[src/rtl/mux2_arb_pkg.sv]
// Shared types for the two-requester round-robin arbiter.
//   arb_state_e : packet-lock state of the arbiter
//   src_e       : requester identifier (also the encoding of out_src / sel_b)
package mux2_arb_pkg;

    typedef enum logic [1:0] {
        IDLE   = 2'd0,
        LOCK_A = 2'd1,
        LOCK_B = 2'd2
    } arb_state_e;

    typedef enum logic {
        SRC_A = 1'b0,
        SRC_B = 1'b1
    } src_e;

endpackage

[src/rtl/rr_pick2.sv]
// Combinational two-way priority pick used for the idle-state grant decision.
// Ports:
//   req   [1:0] in  request vector, bit 0 = A, bit 1 = B
//   prio        in  preferred requester when both request (0 = A, 1 = B)
//   grant [1:0] out one-hot (or zero) grant, same bit order as req
module rr_pick2 (
    input  logic [1:0] req,
    input  logic       prio,
    output logic [1:0] grant
);

    // A requester wins if it is alone, or if both request and it holds priority.
    always_comb begin
        grant    = 2'b00;
        grant[0] = req[0] & (~req[1] | ~prio);
        grant[1] = req[1] & (~req[0] |  prio);
    end

endmodule

[src/rtl/mux2_rr_arbiter.sv]
// Two-requester round-robin packet arbiter feeding one registered output stage.
// The grant is held for a whole packet (delimited by *_last) and priority
// alternates between packets.
// Ports:
//   clk, areset_n                 clock, asynchronous active-low reset
//   a_valid/a_data/a_last/a_ready requester A beat handshake
//   b_valid/b_data/b_last/b_ready requester B beat handshake
//   out_valid/out_data/out_last/out_src/out_ready  registered output handshake
//   sel_b                         combinational datapath select (1 = B routed)
module mux2_rr_arbiter
    import mux2_arb_pkg::*;
#(
    parameter int WIDTH      = 8,
    parameter int START_PRIO = 0
) (
    input  logic             clk,
    input  logic             areset_n,
    input  logic             a_valid,
    input  logic [WIDTH-1:0] a_data,
    input  logic             a_last,
    output logic             a_ready,
    input  logic             b_valid,
    input  logic [WIDTH-1:0] b_data,
    input  logic             b_last,
    output logic             b_ready,
    output logic             out_valid,
    output logic [WIDTH-1:0] out_data,
    output logic             out_last,
    output logic             out_src,
    input  logic             out_ready,
    output logic             sel_b
);

    localparam src_e PRIO_INIT = (START_PRIO != 0) ? SRC_B : SRC_A;

    arb_state_e       state_reg, state_next;
    src_e             prio_reg, prio_next;
    logic             sel_hold_reg;
    logic             out_valid_reg;
    logic [WIDTH-1:0] out_data_reg;
    logic             out_last_reg;
    logic             out_src_reg;

    logic [1:0]       pick;
    logic             grant_a;
    logic             grant_b;
    logic             load;
    logic             xfer;
    logic [WIDTH-1:0] beat_data;
    logic             beat_last;

    rr_pick2 u_pick (
        .req   ({b_valid, a_valid}),
        .prio  (prio_reg == SRC_B),
        .grant (pick)
    );

    // The output register may take a new beat when empty or being drained.
    assign load    = ~out_valid_reg | out_ready;
    assign a_ready = load & grant_a & a_valid;
    assign b_ready = load & grant_b & b_valid;
    assign xfer    = a_ready | b_ready;

    // Shared 2:1 datapath steered by sel_b; only used when a transfer occurs,
    // at which point sel_b always names the transferring requester.
    assign beat_data = sel_b ? b_data : a_data;
    assign beat_last = sel_b ? b_last : a_last;

    // Grant / select / next-state logic.
    always_comb begin
        grant_a    = 1'b0;
        grant_b    = 1'b0;
        sel_b      = sel_hold_reg;
        state_next = state_reg;
        prio_next  = prio_reg;

        case (state_reg)
            LOCK_A: begin
                grant_a = 1'b1;
                sel_b   = 1'b0;
            end
            LOCK_B: begin
                grant_b = 1'b1;
                sel_b   = 1'b1;
            end
            default: begin
                grant_a = pick[0];
                grant_b = pick[1];
                // With no request the select keeps its last value so the
                // downstream mux does not toggle needlessly.
                if (pick[1]) begin
                    sel_b = 1'b1;
                end else if (pick[0]) begin
                    sel_b = 1'b0;
                end
            end
        endcase

        if (a_ready) begin
            if (a_last) begin
                state_next = IDLE;
                prio_next  = SRC_B;
            end else begin
                state_next = LOCK_A;
            end
        end else if (b_ready) begin
            if (b_last) begin
                state_next = IDLE;
                prio_next  = SRC_A;
            end else begin
                state_next = LOCK_B;
            end
        end
    end

    // Arbitration state.
    always_ff @(posedge clk or negedge areset_n) begin
        if (!areset_n) begin
            state_reg    <= IDLE;
            prio_reg     <= PRIO_INIT;
            sel_hold_reg <= 1'b0;
        end else begin
            state_reg    <= state_next;
            prio_reg     <= prio_next;
            sel_hold_reg <= sel_b;
        end
    end

    // Output stage: load on transfer, otherwise drop valid once consumed.
    always_ff @(posedge clk or negedge areset_n) begin
        if (!areset_n) begin
            out_valid_reg <= 1'b0;
            out_data_reg  <= '0;
            out_last_reg  <= 1'b0;
            out_src_reg   <= 1'b0;
        end else if (xfer) begin
            out_valid_reg <= 1'b1;
            out_data_reg  <= beat_data;
            out_last_reg  <= beat_last;
            out_src_reg   <= b_ready;
        end else if (out_ready) begin
            out_valid_reg <= 1'b0;
        end
    end

    assign out_valid = out_valid_reg;
    assign out_data  = out_data_reg;
    assign out_last  = out_last_reg;
    assign out_src   = out_src_reg;

endmodule

[config.mk]
export PLATFORM = sky130hd
export DESIGN_NAME = mux2_rr_arbiter
export DESIGN_NICKNAME = d
export VERILOG_FILES = /design/src/rtl/mux2_arb_pkg.sv /design/src/rtl/rr_pick2.sv /design/src/rtl/mux2_rr_arbiter.sv
export SDC_FILE = /design/constraint.sdc
export NUM_CORES = 1
export LEC_CHECK = 0
export CAP_MARGIN = 15
export CORE_AREA = 10 10 67 69
export DETAILED_ROUTE_END_ITERATION = 7
export DIE_AREA = 0 0 77 79
export PLACE_DENSITY = 0.56
export SLEW_MARGIN = 40
export SYNTH_ARGS = -nofsm -noshare
export SYNTH_HDL_FRONTEND = slang
export SYNTH_SLANG_ARGS = --single-unit
[constraint.sdc]
create_clock -name clk -period 4 [get_ports clk]
set_input_delay 0.8 -clock clk [delete_from_list [all_inputs] [get_ports clk]]
set_output_delay 0.8 -clock clk [all_outputs]
set_load 0.1 [all_outputs]
# Yosys cells after proc, flatten, opt, wreduce, memory -nomap -nowiden

Cells that the tools add are included.

Bitwise operators: 14
Eq/ne operators: 3
Multiplexer cells: 17
Reductions and logical operators: 4

Operators by type and width:

| operator             | number |
|---|---|
| $mux W1              | 10 |
| $mux W8              | 1 |
| $and A1 B1 Y1        | 6 |
| $mux W2              | 3 |
| $pmux W1 S2          | 3 |
| $reduce_bool A2 Y1   | 3 |
| $not A1 Y1           | 4 |
| $or A1 B1 Y1         | 4 |
| $reduce_and A3 Y1    | 1 |
| $eq A2 B1 Y1 const B | 1 |
| $eq A2 B2 Y1 const B | 1 |
| $ne A2 B2 Y1 const B | 1 |

Logic and storage cells: 45
Register bits after elaboration: 15
Output and inout port bits: 14
Bits of input ports: 23

# Longest topological paths before layout

Gate-level depths: netlist of the first run.

Depth after elaboration: 8
Depth in mapped cells: 7

# Cells and area by module

A second synthesis of the first run with hierarchy kept.

Cells, all modules: 60
Area total of the unflattened synthesis: 812.0 µm²

Modules (own cells, without submodules):

| module          | instances | cells each | area each (µm²) | sequential area each (µm²) |
|---|---|---|---|---|
| mux2_rr_arbiter | 1         | 57         | 793.3           | 375.4 |
| rr_pick2        | 1         | 3          | 18.8            | 0.0 |

# Worst setup path after synthesis of the first run

OpenSTA, ideal clock, no wires.

Kind: reg2out
From: reg out_valid_reg, in the netlist out_valid
To: out b_ready
Buffers on the path: 0
Data required time: 3.200 ns
Arrival: 2.526 ns
Cell stages (with the launch flop): 3
Setup slack: 0.674 ns
Cell sequence: dfrtp_1 nor2b_1 a311oi_2

Cells in the longest elaborated chain, start to end: 4

Ends and longest elaborated chain:

| what                        | line                   | RTL |
|---|---|---|
| from (decl)                 | mux2_rr_arbiter.sv:39  | `logic out_valid_reg;` |
| from (signal assigned)      | mux2_rr_arbiter.sv:132 | `out_valid_reg <= 1'b0;` |
| from (signal assigned)      | mux2_rr_arbiter.sv:137 | `out_valid_reg <= 1'b1;` |
| from (signal assigned)      | mux2_rr_arbiter.sv:142 | `out_valid_reg <= 1'b0;` |
| $not A1 Y1                  | mux2_rr_arbiter.sv:59  | `assign load = ~out_valid_reg \| out_ready;` |
| $or A1 B1 Y1                | mux2_rr_arbiter.sv:59  |  |
| $and A1 B1 Y1 (2 in series) | mux2_rr_arbiter.sv:61  | `assign b_ready = load & grant_b & b_valid;` |
| to (decl)                   | mux2_rr_arbiter.sv:25  | `output logic b_ready,` |

No other way between the ends.

# Worst setup path after layout of the first run

From: in a_valid
To: out a_ready

Cells in the longest elaborated chain, start to end: 4

Ends and longest elaborated chain:

| what              | line                  | RTL |
|---|---|---|
| from (decl)       | mux2_rr_arbiter.sv:18 | `input logic a_valid,` |
| $and A1 B1 Y1     | rr_pick2.sv:15        | `grant[0] = req[0] & (~req[1] \| ~prio);` |
| $pmux W1 S2       | mux2_rr_arbiter.sv:77 | `case (state_reg)` |
| $and A1 B1 Y1     | mux2_rr_arbiter.sv:60 | `assign a_ready = load & grant_a & a_valid;` |
| $and A1 B1 Y1 (*) | mux2_rr_arbiter.sv:60 |  |
| to (decl)         | mux2_rr_arbiter.sv:21 | `output logic a_ready,` |

Mark *: on every way between the ends. The rest lies on a longest branch, timed or not.

==> results of run 1 <==
## path summary, 6_finish.rpt
path,startpoint,endpoint,slack (ps),depth (start not counted)
max in group asynchronous,areset_n,sel_hold_reg,2640,1
hold / removal,out_src,out_src,500,1
setup reg to reg,state_reg[1],out_data[0],2110,6
min in group asynchronous,areset_n,prio_reg,930,1
hold reg to reg,out_src,out_src,500,1
setup / recovery,a_valid,a_ready,1000,6
## worst max-delay path, cell delays in order
cell	delay, ps
clkdlybuf4s50_1	510
o21ai_1	120
a31oi_1	250
nand2_1	140
inv_1	90
buf_4	290
## per-layer routing
metal	wire, um	global-route usage [%]	part of all wire [%]
met3	146	2.93	7.2
met1	948	8.40	47
met2	926	10.4	45
met5	0	0	0
met4	17	3.28	0.83
## cell usage in the layout (no fill, tap or decap), drive strengths merged
cell / instances
buf: 16
clkbuf: 3
clkinv: 1
o21ai: 3
a211oi: 1
clkdlybuf4s50: 22
nand3: 1
a311oi: 1
a21o: 1
nand2b: 1
nor2b: 2
nor2: 10
a21oi: 11
o22ai: 2
ha: 2
dfrtp: 15
a31oi: 2
a21boi: 1
inv: 5
mux2i: 9
nand2: 1
## synth_stat cells
cell | n | area [um2]
dfrtp_1 | 15 | 375
a21oi_1 | 11 | 55.1
mux2i_1 | 9 | 90.1
nor2_1 | 9 | 33.8
inv_1 | 5 | 18.8
a31oi_1 | 2 | 12.5
buf_2 | 2 | 10.0
ha_1 | 2 | 25.0
nor2b_1 | 2 | 12.5
o21ai_1 | 2 | 10.0
o22ai_1 | 2 | 12.5
a211oi_1 | 1 | 7.51
a21boi_0 | 1 | 7.51
a21o_2 | 1 | 8.76
a311oi_2 | 1 | 15.0
buf_6 | 1 | 11.3
nand2_1 | 1 | 3.75
nand2b_1 | 1 | 6.26
nand3_1 | 1 | 5.00
nor2_2 | 1 | 6.26
o21ai_2 | 1 | 8.76
## kinds of logic (layout without fill, tap and decap cells)
kind of cell    count (synthesis)  after routing
compound gates                 22             22
mux                             9              9
buf+inv                         8             47
fa+ha+maj                       2              2
simple gates                   15             15
flops                          15             15
## metrics by stage
stage | setup WS, ps | area (um2) | std cells | hold slack [ps] | utilization, %
after floorplan | 674 | 736 | 71 | 504 | -
after global placement | 1070 | 1150 | 152 | 483 | 35.7
after detailed placement | 996 | 1100 | 152 | 479 | 34.0
after CTS | 1000 | 1120 | 156 | 501 | 34.8
after global routing | 844 | 1120 | 156 | 523 | 34.8
final | 1000 | 1120 | 156 | 501 | 34.8
## cell type report
cell class	count	area (um2)	area share, %
clock buffer	3	22.5	2.00
clock inverter	1	5.00	0.445
inverter	5	18.8	1.67
multi-input combinational	48	320	28.5
sequential	15	375	33.4
tap	46	57.6	5.12
timing repair buffer	38	325	28.9
==> metrics, run 1 <==
status=completed; synthesis-to-layout area growth=52.9%; clock sinks=15; adder-cell share of the synthesized area=3.40%; synthesized area=around 740 um2; max-cap violations=0; I/O Pins=37; Syn Nets=96; via count=between 600 and 700; number of max-slew violations in the final report=0; Cell variety after synth=21; final WL=between 2 and 2.5 mm; DR iter-0 viols=20; GRT Overall Usage=around 6.9%; antenna violations before repair=0; Hold WC Path Type=reg -> reg; crit share post-route=~75%; DRC=0; total iterations of the first detailed-routing run=4; Placer Congestion=0.822; # hold bufs at CTS=0; # fillers=335; f_max=between 0.3 and 0.4 GHz; DIE WIDTH=around 77 um; gr ovfl total=0; Worst-Skew Late Latency=approximately 280 ps; XOR/XNOR share of the synthesized area=0%; # setup viols final=0; Seq cells post-synth=15; Vias per Instance=roughly 4.2; Cell Rows=21; TNS Setup=0 ps; fin nets=about 140; complex-gate fraction of the synthesized area=about a fifth; initial core utilization=22.8%; slew margin rel.=between 50% and 60%; antenna viol nets, final=0; first-pass GRT wire length=3.38 mm; layout cells sized above 1=21.8%; Die Y-Extent=approximately 80 um; full die area=6080 um2; core footprint=around 3200 um2; PortBufs=36; clock transition at the registers of the reported paths=around 90 ps; mux cell area share after synthesis=12.2%; Clock Skew=a little under 5 ps; CTS buffer count=3; DP HPWL=about 1.6 mm; Setup Fix Bufs, Post-CTS=0; largest family of logic cells by synthesized area=compound AO/OA/AOI/OAI gates; routed length per instance=13.1 um; CTS tree=yes; critical path launch point type=input pin; data arrival time of the critical path=approximately 2200 ps; Tmin final=approximately 3000 ps; Ys Warns=0; Synth Area in Simple Gates=slightly above 9%; clk root buf=clkbuf_4; clk buf depth=2; worst-margin pin slew=a little under 700 ps; vias in the first global route=around 700; CP endpoint kind=output pin; max reg flops=8; diode count=0; Crit path required time=~3200 ps; Post-CTS Resized=0; H-Tree Depth=1; register area share after synthesis=51.0%; kind of critical path=in -> out; syn_area_per_cell=10.4 um2; RSZ-0062 raised after global routing=no; Mapped Cells=71; critical path fanouts, max=3; final hold vios=0; largest net degree at the start of global routing=21
Power of run 1 is not shown: default switching activity piles up to over one toggle a cycle in this logic, so the estimate is an artifact.
==> inputs of run 2 (changes only) <==
Clock period 4 ns to 3 ns, I/O delays scaled along.
==> run 2 against run 1 <==
Against the previous run: setup slack worse by 570 ps; critical path depth unchanged; sequential cell count unchanged.
==> metrics, run 2 (synthesis gave the netlist of run 1 again) <==
Placer Congestion=a little under 0.9; DRC=0; core footprint=~3200 um2; diode count=0; kind of critical path=in -> out; # setup viols final=0; initial core utilization=a little under a quarter; Tmin final=about 2600 ps; GRT met2 Usage=11.4%; Die Y-Extent=79 um; routed length per instance=12.8 um; gr ovfl total=0; DR iter-0 viols=36; Setup Fix Bufs, Post-CTS=0; Global Route met3 Usage=3.15%; tightest hold margin=490 ps; max-cap violations=0; total iterations of the first detailed-routing run=4; final WL=around 2.0 mm; final hold vios=0; Cell Rows=21; first-pass GRT wire length=about 3.4 mm; synthesis-to-layout area growth=62.9%; # fillers=roughly 350; Clock Skew=roughly 3.4 ps; full die area=slightly above 6000 um2; H-Tree Depth=1; max reg flops=8; critical path launch point type=input pin; DP HPWL=1.67 mm; clock sinks=15; slowest stage delay, CP=550 ps; I/O Pins=37; status=completed; met1 usage=around 7.7%; CTS tree=yes; grt peak-use layer=met2; worst reg2reg path depth=6; number of max-slew violations in the final report=0; RSZ-0062 raised after global routing=no; f_max=~0.39 GHz; slowest CP cell=clkdlybuf4s50_1; clock transition at the registers of the reported paths=about 100 ps; largest net degree at the start of global routing=21; Worst-Skew Late Latency=roughly 280 ps; cell-by-cell listing of the critical path=clkdlybuf4s50_1 > o21ai_1 > a31oi_1 > nand2_1 > inv_1 > buf_12; clk buf depth=2; CP endpoint kind=output pin; Crit path required time=roughly 2400 ps; CTS buffer count=3; antenna viol nets, final=0; vias in the first global route=about 740; most common cell after layout, fill and taps aside=clkdlybuf4s50_1; TNS Setup=0 ps; GRT Overall Usage=6.86%; fin nets=137; critical path fanouts, max=3; PortBufs=36; layout cells sized above 1=22.5%; highest-count cells in the layout ignoring fill and taps=clkdlybuf4s50_1, dfrtp_1, buf_4, a21oi_1; clk root buf=clkbuf_4; # hold bufs at CTS=0; crit share post-route=85.6%; data arrival time of the critical path=between 1500 and 2000 ps; Vias per Instance=~4.2; hold path depth=1; slew margin rel.=55.0%; Post-CTS Resized=0; via count=approximately 670; Hold WC Path Type=reg -> reg; worst-margin pin slew=a little under 700 ps; DIE WIDTH=77 um; Core Util, Final=37.1%; antenna violations before repair=0
[run 2: area by class of cell]
type / instances / area (um2) / share of cell area, %
clock buffers: 3 / 22.5 / 1.88
clock inverters: 1 / 7.51 / 0.626
inverters: 5 / 18.8 / 1.57
multi-input cells: 48 / 332 / 27.7
flip-flops and latches: 15 / 375 / 31.3
well taps: 46 / 57.6 / 4.80
repair buffers: 39 / 385 / 32.2
[run 2: metal layers]
metal	vias up	share of wire, %
met5	-	0
met4	0	1.6
met3	4	5.9
met2	25	48
met1	305	44
li1	331	-
[run 2: worst max-delay path, delay by kind of cell]
family	cells	cell delay, ps
simple gates	1	130
compound gates	2	370
buf+inv	3	850
[run 2: metrics by stage]
step / instance area (um2) / setup WS, ps / cells
2_1_floorplan: 747 / 319 / 71
3_3_place_gp: 1170 / 487 / 153
3_5_place_dp: 1170 / 424 / 153
4_1_cts: 1200 / 413 / 157
5_1_grt: 1200 / 185 / 157
6_report: 1200 / 432 / 157
[run 2: worst paths after layout]
| kind | from | endpoint | slack (ps) |
|---|---|---|---|
| max in group asynchronous | areset_n | out_src | 1860 |
| max | a_valid | a_ready | 430 |
| min | out_src | out_src | 490 |
| min reg2reg | out_src | out_src | 490 |
| max reg2reg | state_reg[1] | out_data[3] | 970 |
| min in group asynchronous | areset_n | state_reg[0] | 720 |
Power of run 2 is left out for the same reason.
==> inputs of run 3 (changes only) <==
Settings changed: CORE_AREA 10 10 67 69 to 10 10 56 58, DIE_AREA 0 0 77 79 to 0 0 66 68, GPL_ROUTABILITY_DRIVEN set to 0, PLACE_DENSITY 0.56 to 0.77.
==> run 3 against run 2 <==
Against the previous run: setup slack got worse by 39 ps; wire length decreased by 3.6%; final cell count decreased by 12%; critical path type is now reg -> out; largest cell class unchanged.
==> metrics, run 3 (synthesis gave the netlist of run 1 again) <==
status=completed; RSZ-0062 raised after global routing=no; Area after DPL=between 1000 and 1500 um2; antenna violations before repair=0; GRT Overall Usage=8.95%; H-Tree Depth=1; Worst-Skew Late Latency=around 280 ps; DIE WIDTH=approximately 66 um; critical path fanouts, max=6; CP endpoint kind=output pin; clock sinks=15; TNS Setup=0 ps; data arrival time of the critical path=about 2000 ps; via count=around 640; CTS tree=yes; core footprint=about 2100 um2; highest-count cells in the layout ignoring fill and taps=clkdlybuf4s50_1, dfrtp_1, buf_4, a21oi_1; layout cells sized above 1=a little over a fifth; Vias per Instance=4.65; vias in the first global route=697; gr ovfl total=0; total iterations of the first detailed-routing run=4; routed length per instance=between 10 and 15 um; Inst Count DP=approximately 130; synthesis-to-layout area growth=58.5%; Clock Skew=between 10 and 15 ps; clock transition at the registers of the reported paths=about 100 ps; clk buf depth=2; clk root buf=clkbuf_4; critical path launch point type=register; Setup Fix Bufs, Post-CTS=0; most common cell after layout, fill and taps aside=clkdlybuf4s50_1; hold path depth=1; Post-CTS Resized=0; PortBufs=36; worst-margin pin slew=between 600 and 700 ps; Die Y-Extent=68 um; f_max=~0.38 GHz; # setup viols final=0; worst reg2reg path depth=6; Finished Layout Cells=approximately 140; # fillers=roughly 190; Cell Rows=17; kind of critical path=reg -> out; diode count=0; I/O Pins=37; initial core utilization=34.9%; number of max-slew violations in the final report=0; # hold bufs at CTS=0; final hold vios=0; full die area=~4500 um2; slew margin rel.=between 50% and 60%; max reg flops=8; DR iter-0 viols=11; Final Cell Area=approximately 1200 um2; largest net degree at the start of global routing=21; CTS buffer count=3; fin nets=between 100 and 150; max-cap violations=0; first-pass GRT wire length=~3.1 mm; Hold WC Path Type=reg -> reg; DP HPWL=1.56 mm; crit share post-route=just under 90%; Core Util, Final=~55%; Tmin final=2610 ps; antenna viol nets, final=0; DRC=0; Crit path required time=~2400 ps; final WL=just under 2 mm
==> run 3: worst paths after layout <==
kind	startpoint	endpoint	slack (ps)
hold / removal	out_src	out_src	520
setup reg to reg	state_reg[1]	out_last	1030
max in group asynchronous	areset_n	sel_hold_reg	1830
hold reg to reg	out_src	out_src	520
min in group asynchronous	areset_n	state_reg[1]	730
setup / recovery	state_reg[1]	a_ready	390
==> run 3: final cells by class <==
cell class                      count  area, um2  share of cell area [%]
Multi-Input combinational cell     48        332                    28.4
Timing Repair Buffer               38        378                    32.4
Clock inverter                      1       5.00                   0.429
Tap cell                           28       35.0                    3.00
Inverter                            5       18.8                    1.61
Sequential cell                    15        375                    32.2
Clock buffer                        3       22.5                    1.93
==> run 3: per-layer routing <==
metal | vias to the layer above | track usage, % | wire [um]
met5 | - | 0 | 0
met4 | 0 | 3.14 | 10
met2 | 21 | 15.9 | 915
met3 | 2 | 3.10 | 154
li1 | 324 | - | -
met1 | 295 | 9.71 | 861
==> run 3: metrics by stage <==
step | setup WS, ps | hold WS (ps)
finish | 393 | 515
global route | 240 | 552
CTS | 402 | 520
detailed placement | 423 | 498
global placement | 497 | 491
floorplan | 319 | 304
==> run 3: critical path, cell delays in order (launching register included) <==
cell	delay, ps
dfrtp_1	430
ha_1	440
o21ai_1	150
a31oi_1	270
nand2_1	130
inv_1	120
buf_12	180
Power of run 3 is left out for the same reason.
